File: src/rtl/fifo_wr_arbiter_pkg.sv
// Shared definitions for the two-requester burst write arbiter and its FIFO wrapper.
package fifo_wr_arbiter_pkg;

    localparam int DATA_W_DEF = 8;
    localparam int LEN_W_DEF  = 2;

    typedef enum logic [1:0] {
        IDLE = 2'd0,
        GNT0 = 2'd1,
        GNT1 = 2'd2
    } arb_state_t;

endpackage

File: src/rtl/fifo_flag.sv
// Generic synchronous FIFO with full/empty flags and show-ahead read data.
// Latency: a written word is visible on dout the cycle after the write.
// Backpressure: writes while full and reads while empty are ignored.
module fifo_flag #(
    parameter int DW    = 8,
    parameter int DEPTH = 16,
    parameter int AW    = 4
) (
    input  logic          clk,
    input  logic          rst,
    input  logic          wr,
    input  logic [DW-1:0] din,
    input  logic          rd,
    output logic [DW-1:0] dout,
    output logic          full,
    output logic          empty
);

    localparam logic [AW:0] DEPTH_C = (AW+1)'(DEPTH);
    localparam logic [AW:0] ONE_C   = (AW+1)'(1);

    logic [DW-1:0] mem [DEPTH];
    logic [AW-1:0] wp;
    logic [AW-1:0] rp;
    logic [AW:0]   count;
    logic          do_wr;
    logic          do_rd;

    assign full  = (count == DEPTH_C);
    assign empty = (count == '0);
    assign do_wr = wr && !full;
    assign do_rd = rd && !empty;
    assign dout  = mem[rp];

    always_ff @(posedge clk) begin
        if (do_wr) begin
            mem[wp] <= din;
        end
    end

    always_ff @(posedge clk or negedge rst) begin
        if (!rst) begin
            wp    <= '0;
            rp    <= '0;
            count <= '0;
        end else begin
            if (do_wr) begin
                wp <= wp + 1'b1;
            end
            if (do_rd) begin
                rp <= rp + 1'b1;
            end
            case ({do_wr, do_rd})
                2'b10:   count <= count + ONE_C;
                2'b01:   count <= count - ONE_C;
                default: count <= count;
            endcase
        end
    end

endmodule

File: src/rtl/fifo_wr_sys.sv
// Arbiter plus the 16-deep byte FIFO it feeds; full flag throttles the arbiter.
// Latency: as the arbiter for writes; read data is show-ahead from the FIFO.
// Backpressure: FIFO full stalls the active burst until a read frees a slot.
module fifo_wr_sys
    import fifo_wr_arbiter_pkg::*;
(
    input  logic                 clk,
    input  logic                 rst,
    input  logic                 req0,
    input  logic                 req1,
    input  logic [LEN_W_DEF-1:0] len0,
    input  logic [LEN_W_DEF-1:0] len1,
    input  logic [7:0]           d0,
    input  logic [7:0]           d1,
    input  logic                 rd,
    output logic                 gnt0,
    output logic                 gnt1,
    output logic                 ack0,
    output logic                 ack1,
    output logic                 busy,
    output logic [7:0]           dout,
    output logic                 full,
    output logic                 empty
);

    logic       fifo_wr;
    logic [7:0] fifo_din;

    fifo_wr_arbiter #(
        .DATA_W (8),
        .LEN_W  (LEN_W_DEF)
    ) u_arb (
        .clk       (clk),
        .rst       (rst),
        .req0      (req0),
        .req1      (req1),
        .len0      (len0),
        .len1      (len1),
        .d0        (d0),
        .d1        (d1),
        .fifo_full (full),
        .gnt0      (gnt0),
        .gnt1      (gnt1),
        .ack0      (ack0),
        .ack1      (ack1),
        .fifo_wr   (fifo_wr),
        .fifo_din  (fifo_din),
        .busy      (busy)
    );

    fifo_flag #(
        .DW    (8),
        .DEPTH (16),
        .AW    (4)
    ) u_fifo (
        .clk   (clk),
        .rst   (rst),
        .wr    (fifo_wr),
        .din   (fifo_din),
        .rd    (rd),
        .dout  (dout),
        .full  (full),
        .empty (empty)
    );

endmodule

File: src/rtl/fifo_wr_arbiter.sv
// Round-robin arbiter granting whole bursts (len+1 words) from two requesters into one FIFO.
// Latency: grant registered one cycle after req in IDLE; first word may be written in the grant cycle.
// Backpressure: fifo_full stalls the burst with the grant held; an IDLE cycle separates bursts.
module fifo_wr_arbiter
    import fifo_wr_arbiter_pkg::*;
#(
    parameter int DATA_W = DATA_W_DEF,
    parameter int LEN_W  = LEN_W_DEF
) (
    input  logic              clk,
    input  logic              rst,
    input  logic              req0,
    input  logic              req1,
    input  logic [LEN_W-1:0]  len0,
    input  logic [LEN_W-1:0]  len1,
    input  logic [DATA_W-1:0] d0,
    input  logic [DATA_W-1:0] d1,
    input  logic              fifo_full,
    output logic              gnt0,
    output logic              gnt1,
    output logic              ack0,
    output logic              ack1,
    output logic              fifo_wr,
    output logic [DATA_W-1:0] fifo_din,
    output logic              busy
);

    localparam logic [LEN_W:0] CNT_ONE = (LEN_W+1)'(1);

    arb_state_t     state;
    arb_state_t     state_nxt;
    logic [LEN_W:0] cnt;
    logic [LEN_W:0] cnt_nxt;
    logic           last_srv;
    logic           last_srv_nxt;

    always_ff @(posedge clk or negedge rst) begin
        if (!rst) begin
            state    <= IDLE;
            cnt      <= '0;
            last_srv <= 1'b1;
        end else begin
            state    <= state_nxt;
            cnt      <= cnt_nxt;
            last_srv <= last_srv_nxt;
        end
    end

    always_comb begin
        state_nxt    = state;
        cnt_nxt      = cnt;
        last_srv_nxt = last_srv;
        gnt0         = 1'b0;
        gnt1         = 1'b0;
        ack0         = 1'b0;
        ack1         = 1'b0;
        fifo_wr      = 1'b0;
        fifo_din     = '0;
        case (state)
            IDLE: begin
                // On a tie, requester 0 wins only if requester 1 was served last
                if (req0 && (!req1 || last_srv)) begin
                    state_nxt    = GNT0;
                    cnt_nxt      = {1'b0, len0} + CNT_ONE;
                    last_srv_nxt = 1'b0;
                end else if (req1) begin
                    state_nxt    = GNT1;
                    cnt_nxt      = {1'b0, len1} + CNT_ONE;
                    last_srv_nxt = 1'b1;
                end
            end
            GNT0, GNT1: begin
                gnt0     = (state == GNT0);
                gnt1     = (state == GNT1);
                fifo_din = (state == GNT0) ? d0 : d1;
                fifo_wr  = !fifo_full;
                ack0     = (state == GNT0) && !fifo_full;
                ack1     = (state == GNT1) && !fifo_full;
                if (!fifo_full) begin
                    cnt_nxt = cnt - CNT_ONE;
                    if (cnt == CNT_ONE) begin
                        state_nxt = IDLE;
                    end
                end
            end
            default: state_nxt = IDLE;
        endcase
    end

    assign busy = gnt0 | gnt1;

endmodule

File: config.mk
export PLATFORM = sky130hd
export DESIGN_NAME = fifo_wr_sys
export DESIGN_NICKNAME = d
export VERILOG_FILES = /design/src/rtl/fifo_wr_arbiter_pkg.sv /design/src/rtl/fifo_flag.sv /design/src/rtl/fifo_wr_sys.sv /design/src/rtl/fifo_wr_arbiter.sv
export SDC_FILE = /design/constraint.sdc
export NUM_CORES = 1
export LEC_CHECK = 0
export BUFFER_PORTS_ARGS = -buffer_cell sky130_fd_sc_hd__buf_4
export CORE_ASPECT_RATIO = 1.25
export CORE_UTILIZATION = 28
export CTS_CLUSTER_DIAMETER = 100
export DETAILED_ROUTE_END_ITERATION = 6
export GPL_TIMING_DRIVEN = 0
export MAX_ROUTING_LAYER = met4
export RECOVER_POWER = 25
export SLEW_MARGIN = 20
export SYNTH_ARGS = -nofsm -noshare
export SYNTH_HDL_FRONTEND = slang
export SYNTH_SLANG_ARGS = --single-unit
export TNS_END_PERCENT = 20
File: constraint.sdc
create_clock -name clk -period 6.9 [get_ports clk]
set_input_delay 1.38 -clock clk [delete_from_list [all_inputs] [get_ports clk]]
set_output_delay 1.38 -clock clk [all_outputs]
set_load 0.005 [all_outputs]
==> out/results.txt, run 1 <==
Via count: 3483
Final min period: 3720 ps
Largest delay share family, worst path: buffers and inverters
# IOs: 40
Reg2reg setup slack: 3610 ps
Top_reg_cell synth: edfxtp_1
Post-route insts no fill: 748
Cell mode on critical path: buf_4
Setup_tns: 0 ps
CTS resizes: 0
Vias in the first global route: 3772
Post-CTS Setup Inserts: 0
First-pass GRT wire length: 21.0 mm
Final wirelength: 13.8 mm
Critical path class: flop to output port
Pwr dens: 473 nW/um2
Clock Tree Root: clkbuf_16
Core footprint: 22300 um2
Hold Crit Class: flop to flop
Clock transition at the registers of the reported paths: 60 ps
Hold Path Cell Cnt: 1
Switching power: 1260 uW
Post-synth EDFFs: 128
Die width: 137 um
VDD IR max: 0.161 mV
CTS Sinks: 147
DRC errors left: 0
Final setup vio count: 0
Drt first pass iters: 4
Hold_buf cts: 0
Commonest non-fill, non-tap cell in the layout: edfxtp_1
Max Fclk: 269 MHz
Gate Count Post-Synth: 394
CP endpoint kind: output port
Reg2Reg Capture Point: u_fifo.count[4]$_DFFE_PN0P_
Cts bufs inserted: 17
Mean Syn Cell Area: 16.2 um2
Largest net degree at the start of global routing: 20
Worst Hold Launch: u_fifo.count[4]$_DFFE_PN0P_
Dpl cells: 716
Worst slew pin tran: 1310 ps
GRT overflow: 0
Register area: 4320 um2
Antenna violations before repair: 0
Cell area after synthesis: 6390 um2
R2R Path Start: u_arb.state[0]$_DFFE_PN0P_
Ys async rst share: 12.9%
Slowest stage delay, CP: 460 ps
Max cap viols: 0
Row count: 61
Starting Density: 28.7%
DRT antenna net count: 0
Clock network fraction of total power: 25.4%
Share of cells above drive strength 1: 24.3%
Crit-path cells: buf_4 -> clkbuf_1 -> mux4_2 -> a22oi_1 -> nand2_1 -> buf_4
Crit start category: flop
Sequential area share after synthesis: 67.6%
Area of the multi-input gates: 1900 um2
Iter 0 DRT Violations: 152
Total GRT Usage: 13.0%
Vias per cell: 4.66
Detailed Place HPWL: 9.38 mm
CTS H-Tree Depth: 4
Logic gate share of total power: 38.3%
Final cycle utilization of the critical path: 53.8%
Post-Syn Nets: 436
Commonest non-fill, non-tap cells in the layout: edfxtp_1 (128), buf_4 (39), mux2i_1 (35), nand2_1 (21), o21ai_0 (20)
Leak: 0.00277 uW
Synthesized flop and latch total: 147
Layout fillers: 2182
Hold Path End: u_fifo.count[4]$_DFFE_PN0P_
Fin nets: 494
Number of diodes: 0
Slew headroom: 12.3%
Skew final: 13.0 ps
Worst path arrival time: 2340 ps
Hold Vio Cnt, Final: 0
Die Span Y: 171 um
Max Slew Vio Count: 0
Gp weighted congestion: 0.770
Skew-Pair Late Insertion Delay: 410 ps
Wire per inst: 18.4 um
Buf/Inv on CP: 3
Levels on crit path: 6
Clock Path Buffers: 2
Die area: 23400 um2
WP data required: 5520 ps
Synth warn: 0
Reg2reg path depth: 13
Switching part of the total: 34.8%
CTS tree: yes
Critical Path Fanout Max: 10
Internal power: 2350 uW
Sequential Power Share: 36.3%
Port bufs: 39
RSZ-0062 raised after global routing: no
Count of cell types in the netlist: 42
Status: finished clean
Hold Slack: 512 ps
Area growth from synthesis to layout: 19.3%
CP max stage cell: clkbuf_1
-- worst register-to-register path, cell delays in order (launching register included) --
cell and delay (ps):
dfrtp_1 370, inv_1 90, ha_1 310, clkbuf_1 340, and2_0 180, clkbuf_1 320
inv_1 100, ha_1 280, fa_1 430, a21o_1 190, a21oi_1 170, xor2_1 160
nor2_1 70, xor2_1 150
-- registers in the layout (all words and copies together), names as in the netlist --
register        flops
u_fifo.mem        128
u_fifo.count        5
u_fifo.rp           4
u_fifo.wp           4
u_arb.cnt           3
u_arb.state         2
u_arb.last_srv      1
-- cells in the mapped netlist (10+ instances only) --
cell type  instances  area share [%]
o21ai_0           20             1.6
inv_1             10            0.59
nor2b_1           12             1.2
mux2i_1           35             5.5
edfxtp_1         128              60
mux4_2            12             4.2
nor2_1            16            0.94
dfrtp_1           18             7.1
mux2_2            12             2.1
ha_1              16             3.1
a21oi_1           10            0.78
nand2_1           20             1.2
-- kinds of logic (layout without fill, tap and decap cells) --
| group | after synthesis | after routing | synth area share, % |
|---|---|---|---|
| adder cells (fa/ha/maj) | 17 | 17 | 3.45 |
| multiplexers | 64 | 64 | 13.7 |
| XOR/XNOR | 11 | 11 | 1.51 |
| AND/OR/NAND/NOR | 69 | 69 | 5.44 |
| buffers and inverters | 32 | 103 | 2.72 |
| AO/OA/AOI/OAI | 54 | 54 | 5.54 |
| flip-flops | 147 | 147 | 67.6 |
-- metrics by stage --
step	power [uW]	cell area [um2]	setup slack, ps	utilization, %
after floorplan	2240	6390	3800	-
after global placement	2690	7040	3540	31.6
after detailed placement	2750	7060	3530	31.7
after CTS	3670	7660	3080	34.4
after global routing	3800	7620	2990	34.2
final	3600	7620	3180	34.2
-- cell type report --
class	instances	share of cell area, %
sequential	147	56.7
inverter	11	0.542
buffer	21	1.61
clock inverter	15	2.20
multi-input combinational	215	25.0
timing repair buffer	39	3.79
clock buffer	17	5.58
tap	283	4.64
-- power by group through the flow --
| stage | clock network, uW | logic, uW | registers, uW |
|---|---|---|---|
| finish | 917 | 1380 | 1310 |
| global route | 967 | 1510 | 1320 |
| CTS | 934 | 1430 | 1310 |
| detailed placement | 0 | 1420 | 1330 |
| global placement | 0 | 1370 | 1320 |
| floorplan | 0 | 933 | 1300 |
-- layer usage --
metal  GRT usage [%]  part of all wire (%)  up-vias
met2            22.3                    54       76
met4            7.74                   3.7        0
met5               -                     0        -
met1            13.7                    39     1756
li1                -                     -     1626
met3            2.90                   3.5       25
-- worst max-delay path by stage --
stage	startpoint	to	slack, ps
finish	u_fifo.rp[1]$_DFFE_PN0P_	dout[6]	3180
CTS	u_fifo.rp[1]$_DFFE_PN0P_	dout[6]	3080
global route	u_fifo.rp[1]$_DFFE_PN0P_	dout[1]	2990
floorplan	rd	u_fifo.count[4]$_DFFE_PN0P_	3800
global placement	u_fifo.rp[1]$_DFFE_PN0P_	dout[6]	3540
detailed placement	u_fifo.rp[1]$_DFFE_PN0P_	dout[6]	3530
No activity file was read; power rests on OpenSTA's default activity.
==> run 2, diff against run 1 <==
- clock period: 6.9 -> 3.55 ns (I/O delays scaled with it)
==> run 2 against run 1 <==
Net effect:
- non-clock buffer count unchanged
- die area unchanged
- sequential power is 94% higher
- sequential share of layout area about the same
- largest power group unchanged
==> out/results.txt, run 2 (synthesized netlist as in run 1, its figures left out) <==
Status: finished clean
Hold Crit Class: flop to flop
Die Span Y: 171 um (unchanged)
Logic gate share of total power: 38.2% (about the same)
Post-CTS Setup Inserts: 0 (unchanged)
Slowest stage delay, CP: 430 ps (-30 ps)
Commonest non-fill, non-tap cell in the layout: edfxtp_1
Gp weighted congestion: 0.770 (unchanged)
Final core occ: 34.2% (about the same)
Reg2reg setup slack: 460 ps (-3150 ps)
Skew final: 15.1 ps (+2.04 ps)
Reg2Reg Capture Point: u_fifo.count[4]$_DFFE_PN0P_
Worst Hold Launch: u_fifo.count[4]$_DFFE_PN0P_
Via count: 3475 (-0.23%)
Layout fillers: 2182 (unchanged)
CTS tree: yes
Reg with most FFs: u_fifo.mem
Skew-Pair Late Insertion Delay: 410 ps (about the same)
Starting Density: 28.7% (unchanged)
Final wirelength: 13.8 mm (about the same)
Row count: 61 (unchanged)
Clock Path Buffers: 2 (unchanged)
Die width: 137 um (unchanged)
Largest net degree at the start of global routing: 20 (unchanged)
CP max stage cell: fa_1
Clock network fraction of total power: 25.5% (about the same)
Slew headroom: 15.5% (+3.2 points)
Iter 0 DRT Violations: 157 (+3.3%)
Top flop regs: u_fifo.mem x128, u_fifo.count x5
Fin nets: 494 (unchanged)
Hold Path Cell Cnt: 1 (unchanged)
Cts bufs inserted: 17 (unchanged)
RSZ-0062 raised after global routing: no
Max Fclk: 323 MHz
Vias in the first global route: 3772 (unchanged)
Number of diodes: 0 (unchanged)
Clock Tree Root: clkbuf_16
Switching power: 2430 uW (+93%)
Max Slew Vio Count: 0 (unchanged)
Drt first pass iters: 4 (unchanged)
Setup_tns: 0 ps (unchanged)
Vias per cell: 4.65 (-0.23%)
Share of cells above drive strength 1: 24.3% (unchanged)
Antenna violations before repair: 0 (unchanged)
Wire per inst: 18.4 um (about the same)
VDD IR max: 0.317 mV (+96%)
Crit start category: flop
DRT antenna net count: 0 (unchanged)
CP endpoint kind: flop
Max reg flops: 128 (unchanged)
Hold_buf cts: 0 (unchanged)
CTS resizes: 0 (unchanged)
Final min period: 3090 ps
R2R Path Start: u_arb.state[0]$_DFFE_PN0P_
# IOs: 40 (unchanged)
Critical Path Fanout Max: 9 (-1)
Hold Vio Cnt, Final: 0 (unchanged)
Worst slew pin tran: 1270 ps (-45.4 ps)
Sequential Power Share: 36.3% (about the same)
Clock transition at the registers of the reported paths: 60 ps (about the same)
Pwr dens: 917 nW/um2 (+94%)
Leak: 0.00277 uW (+0.15%)
Worst path arrival time: 3390 ps (+1050 ps)
WP data required: 3840 ps (-1680 ps)
Crit-path cells: inv_1 -> ha_1 -> buf_2 -> and2_0 -> clkbuf_1 -> inv_1 -> ha_1 -> fa_1 -> a21o_1 -> a21oi_1 -> xor2_1 -> nor2_1 -> xor2_1
First-pass GRT wire length: 21.0 mm (unchanged)
Reg2reg path depth: 13 (unchanged)
Detailed Place HPWL: 9.38 mm (unchanged)
Final setup vio count: 0 (unchanged)
Core footprint: 22300 um2 (unchanged)
CTS H-Tree Depth: 4 (unchanged)
GRT overflow: 0 (unchanged)
Die area: 23400 um2 (unchanged)
CTS Sinks: 147 (unchanged)
Internal power: 4560 uW (+94%)
Max cap viols: 0 (unchanged)
Final cycle utilization of the critical path: 87.2%
Critical path class: flop to flop
DRC errors left: 0 (unchanged)
Hold Path End: u_fifo.count[4]$_DFFE_PN0P_
Port bufs: 39 (unchanged)
Total Power: 6990 uW (+94%)
Commonest non-fill, non-tap cells in the layout: edfxtp_1 (128), buf_4 (37), mux2i_1 (35), nand2_1 (21), o21ai_0 (20)
Total GRT Usage: 13.0% (unchanged)
Switching part of the total: 34.8% (-0.085 points)
Area growth from synthesis to layout: 19.3% (about the same)
run 2: layout make-up:
cell class	count	area, um2	share of cell area (%)
Buffer	21	124	1.63
Clock buffer	17	425	5.58
Clock inverter	15	168	2.20
Inverter	11	41.3	0.542
Multi-Input combinational cell	215	1900	24.9
Sequential cell	147	4320	56.7
Tap cell	283	354	4.65
Timing Repair Buffer	39	289	3.79
run 2: worst max path at each step:
| stage | startpoint | to | slack, ps | cells past startpoint |
|---|---|---|---|---|
| final | u_arb.state[0]$_DFFE_PN0P_ | u_fifo.count[4]$_DFFE_PN0P_ | 460 | 13 |
| after global routing | u_arb.state[1]$_DFFE_PN0P_ | u_fifo.count[4]$_DFFE_PN0P_ | 210 | 13 |
| after CTS | u_fifo.rp[1]$_DFFE_PN0P_ | dout[6] | 400 | 6 |
| after detailed placement | u_arb.state[0]$_DFFE_PN0P_ | u_fifo.count[4]$_DFFE_PN0P_ | 680 | 13 |
| after global placement | u_arb.state[0]$_DFFE_PN0P_ | u_fifo.mem[0][4]$_DFFE_PP_ | 650 | 7 |
| after floorplan | u_arb.state[0]$_DFFE_PN0P_ | u_fifo.count[4]$_DFFE_PN0P_ | 900 | 13 |
run 2: through the flow:
step	hold slack (ps)	worst slack, ps	instance area [um2]	instances
after floorplan	414	902	6390	394
after global placement	494	650	7040	716
after detailed placement	507	679	7060	716
after CTS	182	404	7660	748
after global routing	550	210	7620	748
final	512	456	7620	748
run 2: critical path: cells and delay by family (launching register included):
family / cells / cell delay, ps
xor gates and xnor gates: 2 / 310
and+or+nand+nor: 2 / 200
adders and majority gates: 3 / 1010
DFF: 1 / 370
buffers and inverters: 4 / 710
AOI/OAI and AO/OA: 2 / 360
run 2: power groups by stage:
stage	Sequential (uW)	Combinational [uW]	Clock, uW
2_1_floorplan	2530	1810	0
3_3_place_gp	2560	2660	0
3_5_place_dp	2580	2760	0
4_1_cts	2550	2770	1820
5_1_grt	2570	2920	1880
6_report	2540	2670	1780
run 2: metal layers:
metal | track usage (%) | wire length [um] | up-vias
met5 | - | 0 | -
met4 | 7.74 | 463 | 0
met3 | 2.90 | 385 | 20
met2 | 22.3 | 7470 | 75
met1 | 13.7 | 5450 | 1754
li1 | - | - | 1626
